## src/rtl/pueo_beam_pkg.sv

```systemverilog
// pueo_beam_pkg
//   Shared definitions for the beam-mask Wishbone loader: loader and access
//   engine state encodings, mask register offsets, the update-request bit
//   position, the beam count and the error codes reported on err_code_o.
package pueo_beam_pkg;

   localparam int NBEAMS     = 48;
   localparam int UPDATE_BIT = 31;

   // Byte offsets of the two mask registers from the block base address.
   localparam logic [3:0] MASK_REG_0 = 4'h8;
   localparam logic [3:0] MASK_REG_1 = 4'hC;

   localparam logic [1:0] ERR_NONE     = 2'b00;
   localparam logic [1:0] ERR_BUS      = 2'b01;  // wb_err_i or retries exhausted
   localparam logic [1:0] ERR_TIMEOUT  = 2'b10;
   localparam logic [1:0] ERR_MISMATCH = 2'b11;

   typedef enum logic [2:0] {
      ST_IDLE,
      ST_WR0,
      ST_GAP,
      ST_WR1,
      ST_RD0,
      ST_RD1,
      ST_DONE
   } loader_state_t;

   typedef enum logic [1:0] {
      ACC_IDLE,
      ACC_BUS,
      ACC_REISSUE
   } access_state_t;

endpackage

```

## src/rtl/wb_single_access.sv

```systemverilog
// wb_single_access
//   Performs one Wishbone read or write, including timeout and retry
//   handling. Bus controls are registered and come up on the edge that
//   samples start.
//
//   Handshake: start is sampled only while the engine is idle and launches
//   one access with the we/adr/dat presented in that cycle. done is a
//   one-cycle strobe, high in the same cycle as the terminating bus response
//   (or timeout), with status and rdata valid alongside it. The bus
//   controls drop on the following edge, so a start issued in the next
//   cycle yields exactly one idle bus cycle between accesses.
//
// Ports
//   clk, rst             clock, asynchronous active-high reset
//   start, we, adr, dat  access request
//   done, rdata, status  access completion (status uses ERR_* codes)
//   bus_*                Wishbone initiator side
module wb_single_access
   import pueo_beam_pkg::*;
#(
   parameter logic [7:0] TIMEOUT   = 8'd255,
   parameter int         MAX_RETRY = 3
) (
   input  logic        clk,
   input  logic        rst,
   input  logic        start,
   input  logic        we,
   input  logic [14:0] adr,
   input  logic [31:0] dat,
   output logic        done,
   output logic [31:0] rdata,
   output logic [1:0]  status,
   output logic        bus_cyc,
   output logic        bus_stb,
   output logic        bus_we,
   output logic [14:0] bus_adr,
   output logic [31:0] bus_wdat,
   input  logic [31:0] bus_rdat,
   input  logic        bus_ack,
   input  logic        bus_err,
   input  logic        bus_rty
);

   localparam logic [7:0] RETRY_LIMIT = 8'(MAX_RETRY);

   access_state_t state;
   logic [7:0]    tcnt;
   logic [7:0]    rcnt;
   logic          l_we;
   logic [31:0]   l_dat;
   logic          reissue;

   assign rdata = bus_rdat;

   // Termination decode; err beats rty beats ack. Timeout only fires when
   // no response is present in the same cycle.
   always_comb begin
      done    = 1'b0;
      status  = ERR_NONE;
      reissue = 1'b0;
      if (state == ACC_BUS) begin
         if (bus_err) begin
            done   = 1'b1;
            status = ERR_BUS;
         end else if (bus_rty) begin
            if (rcnt != RETRY_LIMIT) begin
               reissue = 1'b1;
            end else begin
               done   = 1'b1;
               status = ERR_BUS;
            end
         end else if (bus_ack) begin
            done = 1'b1;
         end else if ((tcnt + 8'd1) == TIMEOUT) begin
            done   = 1'b1;
            status = ERR_TIMEOUT;
         end
      end
   end

   always_ff @(posedge clk or posedge rst) begin
      if (rst) begin
         state    <= ACC_IDLE;
         tcnt     <= 8'd0;
         rcnt     <= 8'd0;
         l_we     <= 1'b0;
         l_dat    <= 32'd0;
         bus_cyc  <= 1'b0;
         bus_stb  <= 1'b0;
         bus_we   <= 1'b0;
         bus_adr  <= 15'd0;
         bus_wdat <= 32'd0;
      end else begin
         case (state)
            ACC_IDLE: begin
               if (start) begin
                  l_we     <= we;
                  l_dat    <= we ? dat : 32'd0;
                  bus_cyc  <= 1'b1;
                  bus_stb  <= 1'b1;
                  bus_we   <= we;
                  bus_adr  <= adr;
                  bus_wdat <= we ? dat : 32'd0;
                  tcnt     <= 8'd0;
                  rcnt     <= 8'd0;
                  state    <= ACC_BUS;
               end
            end
            ACC_BUS: begin
               if (done || reissue) begin
                  bus_cyc  <= 1'b0;
                  bus_stb  <= 1'b0;
                  bus_we   <= 1'b0;
                  bus_wdat <= 32'd0;
                  if (reissue) begin
                     rcnt  <= rcnt + 8'd1;
                     state <= ACC_REISSUE;
                  end else begin
                     state <= ACC_IDLE;
                  end
               end else begin
                  tcnt <= tcnt + 8'd1;
               end
            end
            ACC_REISSUE: begin
               // One idle cycle has elapsed; repeat the same access with a
               // fresh timeout window. The address register was left intact.
               bus_cyc  <= 1'b1;
               bus_stb  <= 1'b1;
               bus_we   <= l_we;
               bus_wdat <= l_dat;
               tcnt     <= 8'd0;
               state    <= ACC_BUS;
            end
            default: state <= ACC_IDLE;
         endcase
      end
   end

endmodule

```

## src/rtl/beam_mask_wb_loader.sv

```systemverilog
// beam_mask_wb_loader
//   Loads a 48-bit beam mask into a remote register block over Wishbone:
//   low 18 bits to BASE_ADDR+8 (no update), then the high 30 bits to
//   BASE_ADDR+'hC with bit 31 set to request the atomic mask update.
//   Optional readback of both registers is enabled by defining the macro
//   BEAM_LOADER_READBACK_EN; without it the sequence ends after the second
//   write and a mismatch code is never produced.
//
// Ports
//   wb_clk_i, wb_rst_i      clock, asynchronous active-high reset
//   load_i, mask_i          start request and mask (captured on acceptance)
//   busy_o, done_o          sequence active, one-cycle end pulse
//   err_o, err_code_o       sticky error flag and code (cleared by next load)
//   wb_*_o / wb_*_i         Wishbone initiator interface
module beam_mask_wb_loader
   import pueo_beam_pkg::*;
#(
   parameter logic [14:0] BASE_ADDR = 15'h2000,
   parameter logic [7:0]  TIMEOUT   = 8'd255,
   parameter int          MAX_RETRY = 3
) (
   input  logic              wb_clk_i,
   input  logic              wb_rst_i,
   input  logic              load_i,
   input  logic [NBEAMS-1:0] mask_i,
   output logic              busy_o,
   output logic              done_o,
   output logic              err_o,
   output logic [1:0]        err_code_o,
   output logic              wb_cyc_o,
   output logic              wb_stb_o,
   output logic              wb_we_o,
   output logic [14:0]       wb_adr_o,
   output logic [31:0]       wb_dat_o,
   output logic [3:0]        wb_sel_o,
   input  logic [31:0]       wb_dat_i,
   input  logic              wb_ack_i,
   input  logic              wb_err_i,
   input  logic              wb_rty_i
);

`ifdef BEAM_LOADER_READBACK_EN
   localparam bit READBACK = 1'b1;
`else
   localparam bit READBACK = 1'b0;
`endif

   localparam logic [14:0] ADR_REG0 = BASE_ADDR + {11'd0, MASK_REG_0};
   localparam logic [14:0] ADR_REG1 = BASE_ADDR + {11'd0, MASK_REG_1};

   loader_state_t     state;
   logic [NBEAMS-1:0] mask_q;
   logic              rd_phase;  // GAP precedes RD1 rather than WR1
   logic              issue_q;   // first cycle of RD0, launches the read
   logic              mism_q;    // RD0 comparison result
   logic              err_q;
   logic [1:0]        code_q;

   logic              accept;
   logic              acc_start;
   logic              acc_we;
   logic [14:0]       acc_adr;
   logic [31:0]       acc_dat;
   logic              acc_done;
   logic [31:0]       acc_rdata;
   logic [1:0]        acc_status;
   logic [31:0]       wr1_data;
   logic              fin;
   logic [1:0]        fin_code;

   assign accept     = (state == ST_IDLE) && load_i;
   assign wb_sel_o   = 4'hF;
   // Acceptance clears the error report in the accepting cycle itself.
   assign err_o      = err_q && !accept;
   assign err_code_o = accept ? ERR_NONE : code_q;

   always_comb begin
      wr1_data                = {2'b00, mask_q[NBEAMS-1:18]};
      wr1_data[UPDATE_BIT]    = 1'b1;
   end

   // Access launch. WR0 starts straight from the load (mask_i is used since
   // mask_q is only written on this edge); later accesses start from GAP or
   // the first RD0 cycle, which is the single idle bus cycle between them.
   always_comb begin
      acc_start = 1'b0;
      acc_we    = 1'b0;
      acc_adr   = ADR_REG0;
      acc_dat   = 32'd0;
      if (accept) begin
         acc_start = 1'b1;
         acc_we    = 1'b1;
         acc_dat   = {14'd0, mask_i[17:0]};
      end else if (state == ST_GAP) begin
         acc_start = 1'b1;
         acc_adr   = ADR_REG1;
         if (!rd_phase) begin
            acc_we  = 1'b1;
            acc_dat = wr1_data;
         end
      end else if ((state == ST_RD0) && issue_q) begin
         acc_start = 1'b1;
      end
   end

   // Decide whether the current access ends the sequence, and with what code.
   always_comb begin
      fin      = 1'b0;
      fin_code = ERR_NONE;
      if (acc_done) begin
         if (acc_status != ERR_NONE) begin
            fin      = 1'b1;
            fin_code = acc_status;
         end else begin
            case (state)
               ST_WR1: fin = !READBACK;
               ST_RD1: begin
                  fin = 1'b1;
                  if (mism_q ||
                      ((acc_rdata & 32'h3FFF_FFFF) != {2'b00, mask_q[NBEAMS-1:18]}))
                     fin_code = ERR_MISMATCH;
               end
               default: fin = 1'b0;
            endcase
         end
      end
   end

   always_ff @(posedge wb_clk_i or posedge wb_rst_i) begin
      if (wb_rst_i) begin
         state    <= ST_IDLE;
         mask_q   <= {NBEAMS{1'b1}};
         rd_phase <= 1'b0;
         issue_q  <= 1'b0;
         mism_q   <= 1'b0;
         busy_o   <= 1'b0;
         done_o   <= 1'b0;
         err_q    <= 1'b0;
         code_q   <= ERR_NONE;
      end else begin
         done_o  <= 1'b0;
         issue_q <= 1'b0;
         case (state)
            ST_IDLE: begin
               if (load_i) begin
                  mask_q   <= mask_i;
                  err_q    <= 1'b0;
                  code_q   <= ERR_NONE;
                  busy_o   <= 1'b1;
                  rd_phase <= 1'b0;
                  mism_q   <= 1'b0;
                  state    <= ST_WR0;
               end
            end
            ST_WR0: if (acc_done) state <= ST_GAP;
            ST_GAP: state <= rd_phase ? ST_RD1 : ST_WR1;
            ST_WR1: begin
               if (acc_done) begin
                  state   <= ST_RD0;
                  issue_q <= 1'b1;
               end
            end
            ST_RD0: begin
               if (acc_done) begin
                  mism_q   <= (acc_rdata & 32'h0003_FFFF) != {14'd0, mask_q[17:0]};
                  rd_phase <= 1'b1;
                  state    <= ST_GAP;
               end
            end
            ST_RD1: state <= state;
            ST_DONE: begin
               busy_o <= 1'b0;
               state  <= ST_IDLE;
            end
            default: state <= ST_IDLE;
         endcase
         // Sequence end (success or any error) overrides the step above.
         if (fin) begin
            state  <= ST_DONE;
            done_o <= 1'b1;
            err_q  <= (fin_code != ERR_NONE);
            code_q <= fin_code;
         end
      end
   end

   wb_single_access #(
      .TIMEOUT  (TIMEOUT),
      .MAX_RETRY(MAX_RETRY)
   ) u_access (
      .clk     (wb_clk_i),
      .rst     (wb_rst_i),
      .start   (acc_start),
      .we      (acc_we),
      .adr     (acc_adr),
      .dat     (acc_dat),
      .done    (acc_done),
      .rdata   (acc_rdata),
      .status  (acc_status),
      .bus_cyc (wb_cyc_o),
      .bus_stb (wb_stb_o),
      .bus_we  (wb_we_o),
      .bus_adr (wb_adr_o),
      .bus_wdat(wb_dat_o),
      .bus_rdat(wb_dat_i),
      .bus_ack (wb_ack_i),
      .bus_err (wb_err_i),
      .bus_rty (wb_rty_i)
   );

endmodule

```

## config.mk

```make
export PLATFORM = sky130hd
export DESIGN_NAME = beam_mask_wb_loader
export DESIGN_NICKNAME = d
export VERILOG_FILES = /design/src/rtl/pueo_beam_pkg.sv /design/src/rtl/wb_single_access.sv /design/src/rtl/beam_mask_wb_loader.sv
export SDC_FILE = /design/constraint.sdc
export NUM_CORES = 1
export LEC_CHECK = 0
export CORE_MARGIN = 2
export CORE_UTILIZATION = 27
export CTS_CLUSTER_SIZE = 14
export DETAILED_ROUTE_END_ITERATION = 8
export PLACE_DENSITY = 0.46
export SKIP_LAST_GASP = 1
export SYNTH_ARGS = -nofsm -noshare
export SYNTH_HDL_FRONTEND = slang
export SYNTH_SLANG_ARGS = --single-unit
```

## constraint.sdc

```tcl
create_clock -name wb_clk_i -period 6.4 [get_ports wb_clk_i]
set_clock_uncertainty 0.05 [all_clocks]
set_input_delay 1.28 -clock wb_clk_i [delete_from_list [all_inputs] [get_ports wb_clk_i]]
set_output_delay 1.28 -clock wb_clk_i [all_outputs]
set_load 0.005 [all_outputs]
```

-- Word level (Yosys, flattened, before mapping)
Cells that the tools add are included.
- add/sub/neg operators: 2
- equality and inequality tests: 22
- muxes and demuxes: 75
- reductions and logical operators: 28
- operator list (operator ; count):
    $mux 32 ; 6
    $pmux 32 s3 ; 1
    $mux 1 ; 32
    $mux 2 ; 16
    $mux 8 ; 4
    $ne 30x30->1 ; 1
    $pmux 8 s3 ; 1
    $mux 3 ; 7
    $ne 18x18->1 ; 1
    $add 8x1->8 const B ; 2
    $pmux 8 s2 ; 1
    $pmux 3 s5 ; 1
    $reduce_bool 2->1 ; 7
    $ne 2x2->1 const B ; 5
    $reduce_and 2->1 ; 5
    $eq 3x3->1 const B ; 3
    $reduce_and 3->1 ; 3
    $eq 8x8->1 const B ; 1
    $ne 8x2->1 const B ; 1
    $reduce_and 4->1 ; 2
    $eq 3x2->1 const B ; 2
    $pmux 1 s2 ; 3
    $pmux 1 s3 ; 2
    $pmux 2 s3 ; 1
    other kinds (14) ; 19
- bits in registers: 159
- input bits: 86
- logic and storage cells: 145

-- Depth between registers and ports, before layout
- word-level depth: 12
- depth in mapped cells: 10
- mapped depth without buffers: 8

-- Modules after synthesis
A second synthesis with hierarchy kept.
- cells, all modules: 919
- area, all modules: 8573.2 sq um
- by module, submodules not included (module ; instances ; cells an instance ; area each (sq um)):
    wb_single_access ; 1 ; 533 ; 5343.9
    beam_mask_wb_loader ; 1 ; 386 ; 3229.3

-- Worst setup path before layout
OpenSTA, ideal clock, no wires.
- path kind: input to output
- from: input port load_i
- to: output port err_code_o[1]
- arrival time: 2.007 ns
- data required time: 5.070 ns
- slack: 3.063 ns
- stages on the path: 5
- path buffers: 1
- path through: nor2b_1 nand2_1 clkbuf_1 nand2_1 inv_1
- word-level cells in the longest chain between the ends: 2
- RTL lines (what ; RTL line ; RTL):
    start, declared ; beam_mask_wb_loader.sv:24 ; input logic load_i,
    $logic_and 1x1->1 ; beam_mask_wb_loader.sv:71 ; assign accept = (state == ST_IDLE) && load_i;
    $mux 2 ; beam_mask_wb_loader.sv:75 ; assign err_code_o = accept ? ERR_NONE : code_q;
    end, declared ; beam_mask_wb_loader.sv:29 ; output logic [1:0] err_code_o,
Every way passes these cells.

-- Worst setup path after layout
Same ends and word-level chain as after synthesis.

==> impl_metrics.ini <==
[sta]
tns_ps = 0
fin_crit_ps = 4196
slew_viol_final = 0
relSlewSlack_pct = 32.82
setup_viol = 0
worst_pin_slew_ps = 1008
post-route-period-util_pct = 65.56
max_freq_mhz = 238.3
whs_ps = 415.6
finalHoldViolCount = 0
rsz0062_at_grt = false

[synth]
synth_top_area_share_pct = 31.49
synth-main-ff-cell = dfrtp_1
synth_top_cell_by_area = dfrtp_1
syn_area_um2 = 7630
synth_area_leaders = dfrtp_1 (31%), dfstp_2 (17%), nand2_1 (9.0%)
post-synth-top-count-cell = nand2_1
synthArstFlopShare_pct = 100.0
ys_top_cells_by_count = nand2_1 (183), dfrtp_1 (96), dfstp_2 (48)
synth-seq-cells = 144
post_synth_inst_count = 789
synth-seq-area-share_pct = 48.02
yosys_warnings = 0
avgSynthCellArea_um2 = 9.670
netlist-cell-type-count = 64
synth-edff-count = 0

[critical_path]
critPathArrivalTime_ps = 2870
crit_type = input pin to output pin
critPathLaunch = load_i
r2r_cells = 9
crit_path_end_kind = output pin
critPathRequiredTime_ps = 5070
crit_fanout = 5
rr_startpoint = u_access.state[1]
rrSetupSlack_ps = 2770
startpoint_type = input pin
rr_endpoint = u_access.bus_wdat[28]

[min_path]
min_from = u_access.l_dat[26]
hold_class = flop to flop
hold_path_depth = 2
min_to = u_access.l_dat[26]

[pwr]
switchingPower_mw = 1.739
switching_share_pct = 38.55
p_comb_share_pct = 39.9
vdd_drop_max_mv = 0.2227
p_int_mw = 2.772
leakage_nw = 4.424
power_frac_clock_pct = 22.8
powerDensity_nw_per_um2 = 462.3
pwr-share-seq_pct = 37.3

[detailed_routing]
wl_um = 22570
first_pass_iters = 4
vias = 5898
drc = 0
dr.first_iter.drc_count = 384
vias_per_cell = 4.590
post_drt_wl_per_cell_um = 17.57
antenna_left = 0

[floorplan]
die_area_um2 = 29620
initial_core_util_pct = 27.46
core_um2 = 27780
io_pins = 145
dieWidth_um = 172.1
row_count = 61
dieHeight_um = 172.1

[final_layout]
drive_gt1_share_pct = 14.68
nFillCells = 2901
finalNetCount = 986
syn2layout_area_growth_pct = 27.89

[clocking]
clock_latency_ps = 420
holdBufCountCts = 0
cts_buffers = 17
cts-resized-gates = 0
postCtsSetupRepairBufs = 0
cts_root_buffer = clkbuf_16
clk_pin_slew_ps = 60
htreeDepth = 4
cts_tree = yes
cts_sinks = 144
clockBufferDepth = 2

[grt]
grt_pass1_wl_um = 34940
overflow = 0
grt_max_degree = 105
grt_pass1_vias = 5843
track_usage_pct = 15.70
antenna_found_initial = 1

[place]
place.gp.congestion = 0.7430
dp_hpwl_um = 15290
port_buffers = 125

[run_status]
status = finished, final reports clean

[flow_run]
drv_cap = 0
[area by class of cell]
type | instances | area (um^2) | share of cell area, %
antenna | 1 | 2.502 | 0.02564
multi-input combinational | 580 | 3630 | 37.20
tap | 378 | 473.0 | 4.847
sequential | 144 | 3664 | 37.54
clock buffer | 19 | 452.9 | 4.642
inverter | 16 | 65.06 | 0.6668
clock inverter | 13 | 152.6 | 1.564
timing repair buffer | 134 | 1319 | 13.51
[logic make-up after synthesis]
logic type	Yosys count	synth area share, %
simple gates	297	17.99
compound gates	170	14.68
flops	144	48.02
buf+inv	80	5.362
xor+xnor	54	6.199
mux	35	6.510
fa+ha+maj	7	1.148
other cells	2	0.09843
[metrics by stage]
stage / power, mW / worst slack [ps] / instance area [um^2] / instances / utilization [%]
CTS: 4.568 / 2201 / 9756 / 1284 / 35.12
global route: 4.840 / 2069 / 9758 / 1285 / 35.12
detailed placement: 3.521 / 2130 / 9150 / 1252 / 32.94
finish: 4.511 / 2204 / 9758 / 1285 / 35.12
global placement: 3.503 / 2137 / 9150 / 1252 / 32.94
floorplan: 2.855 / 1283 / 7686 / 804 / -
[placed cells by master (no fill, tap or decap), types with 15 or more instances in the layout]
cell type	instances
xnor2_1	21
inv_1	15
nor2_1	21
conb_1	17
nand3_1	20
clkbuf_16	17
a21o_1	23
dfrtp_1	96
o21ai_0	46
nand2_1	182
xor2_1	33
a21oi_1	45
clkdlybuf4s50_1	125
and3_1	19
dfstp_2	48
mux2_4	28
[worst max-delay path, cell delays in order]
cell             delay [ps]
clkdlybuf4s50_1         570
nor2b_1                 240
nand2_2                 110
nand2_1                 140
inv_1                    70
clkdlybuf4s50_1         450
[per-layer routing]
metal	up-vias	track usage, %	wire (um)
li1	2886	-	-
met4	0	4.859	278
met5	-	0	0
met3	17	2.564	828
met1	2869	23.04	11270
met2	126	23.57	10190
[state kept, by name, summed over array words and instances, names as in the netlist]
signal             count
busy_o                 1
code_q                 2
done_o                 1
err_q                  1
issue_q                1
mask_q                48
mism_q                 1
rd_phase               1
state                  3
u_access.bus_adr       2
u_access.bus_cyc       1
u_access.bus_wdat     31
u_access.bus_we        1
u_access.l_dat        31
u_access.l_we          1
u_access.rcnt          8
u_access.state         2
u_access.tcnt          8
[worst max-delay path by stage]
stage | slack [ps] | to
after floorplan | 1280 | busy_o
after global routing | 2070 | err_code_o[1]
after global placement | 2140 | u_access.bus_wdat[4]
final | 2200 | err_code_o[1]
after detailed placement | 2130 | u_access.bus_wdat[16]
after CTS | 2200 | err_code_o[1]
[power by group through the flow]
stage          clock [mW]  sequential, mW  combinational, mW
6_report             1.03            1.68               1.80
5_1_grt              1.09            1.74               2.01
4_1_cts              1.05            1.69               1.83
3_5_place_dp            0            1.70               1.82
3_3_place_gp            0            1.70               1.81
2_1_floorplan           0            1.59               1.26
Note: power is estimated with default switching activity, not from simulation.
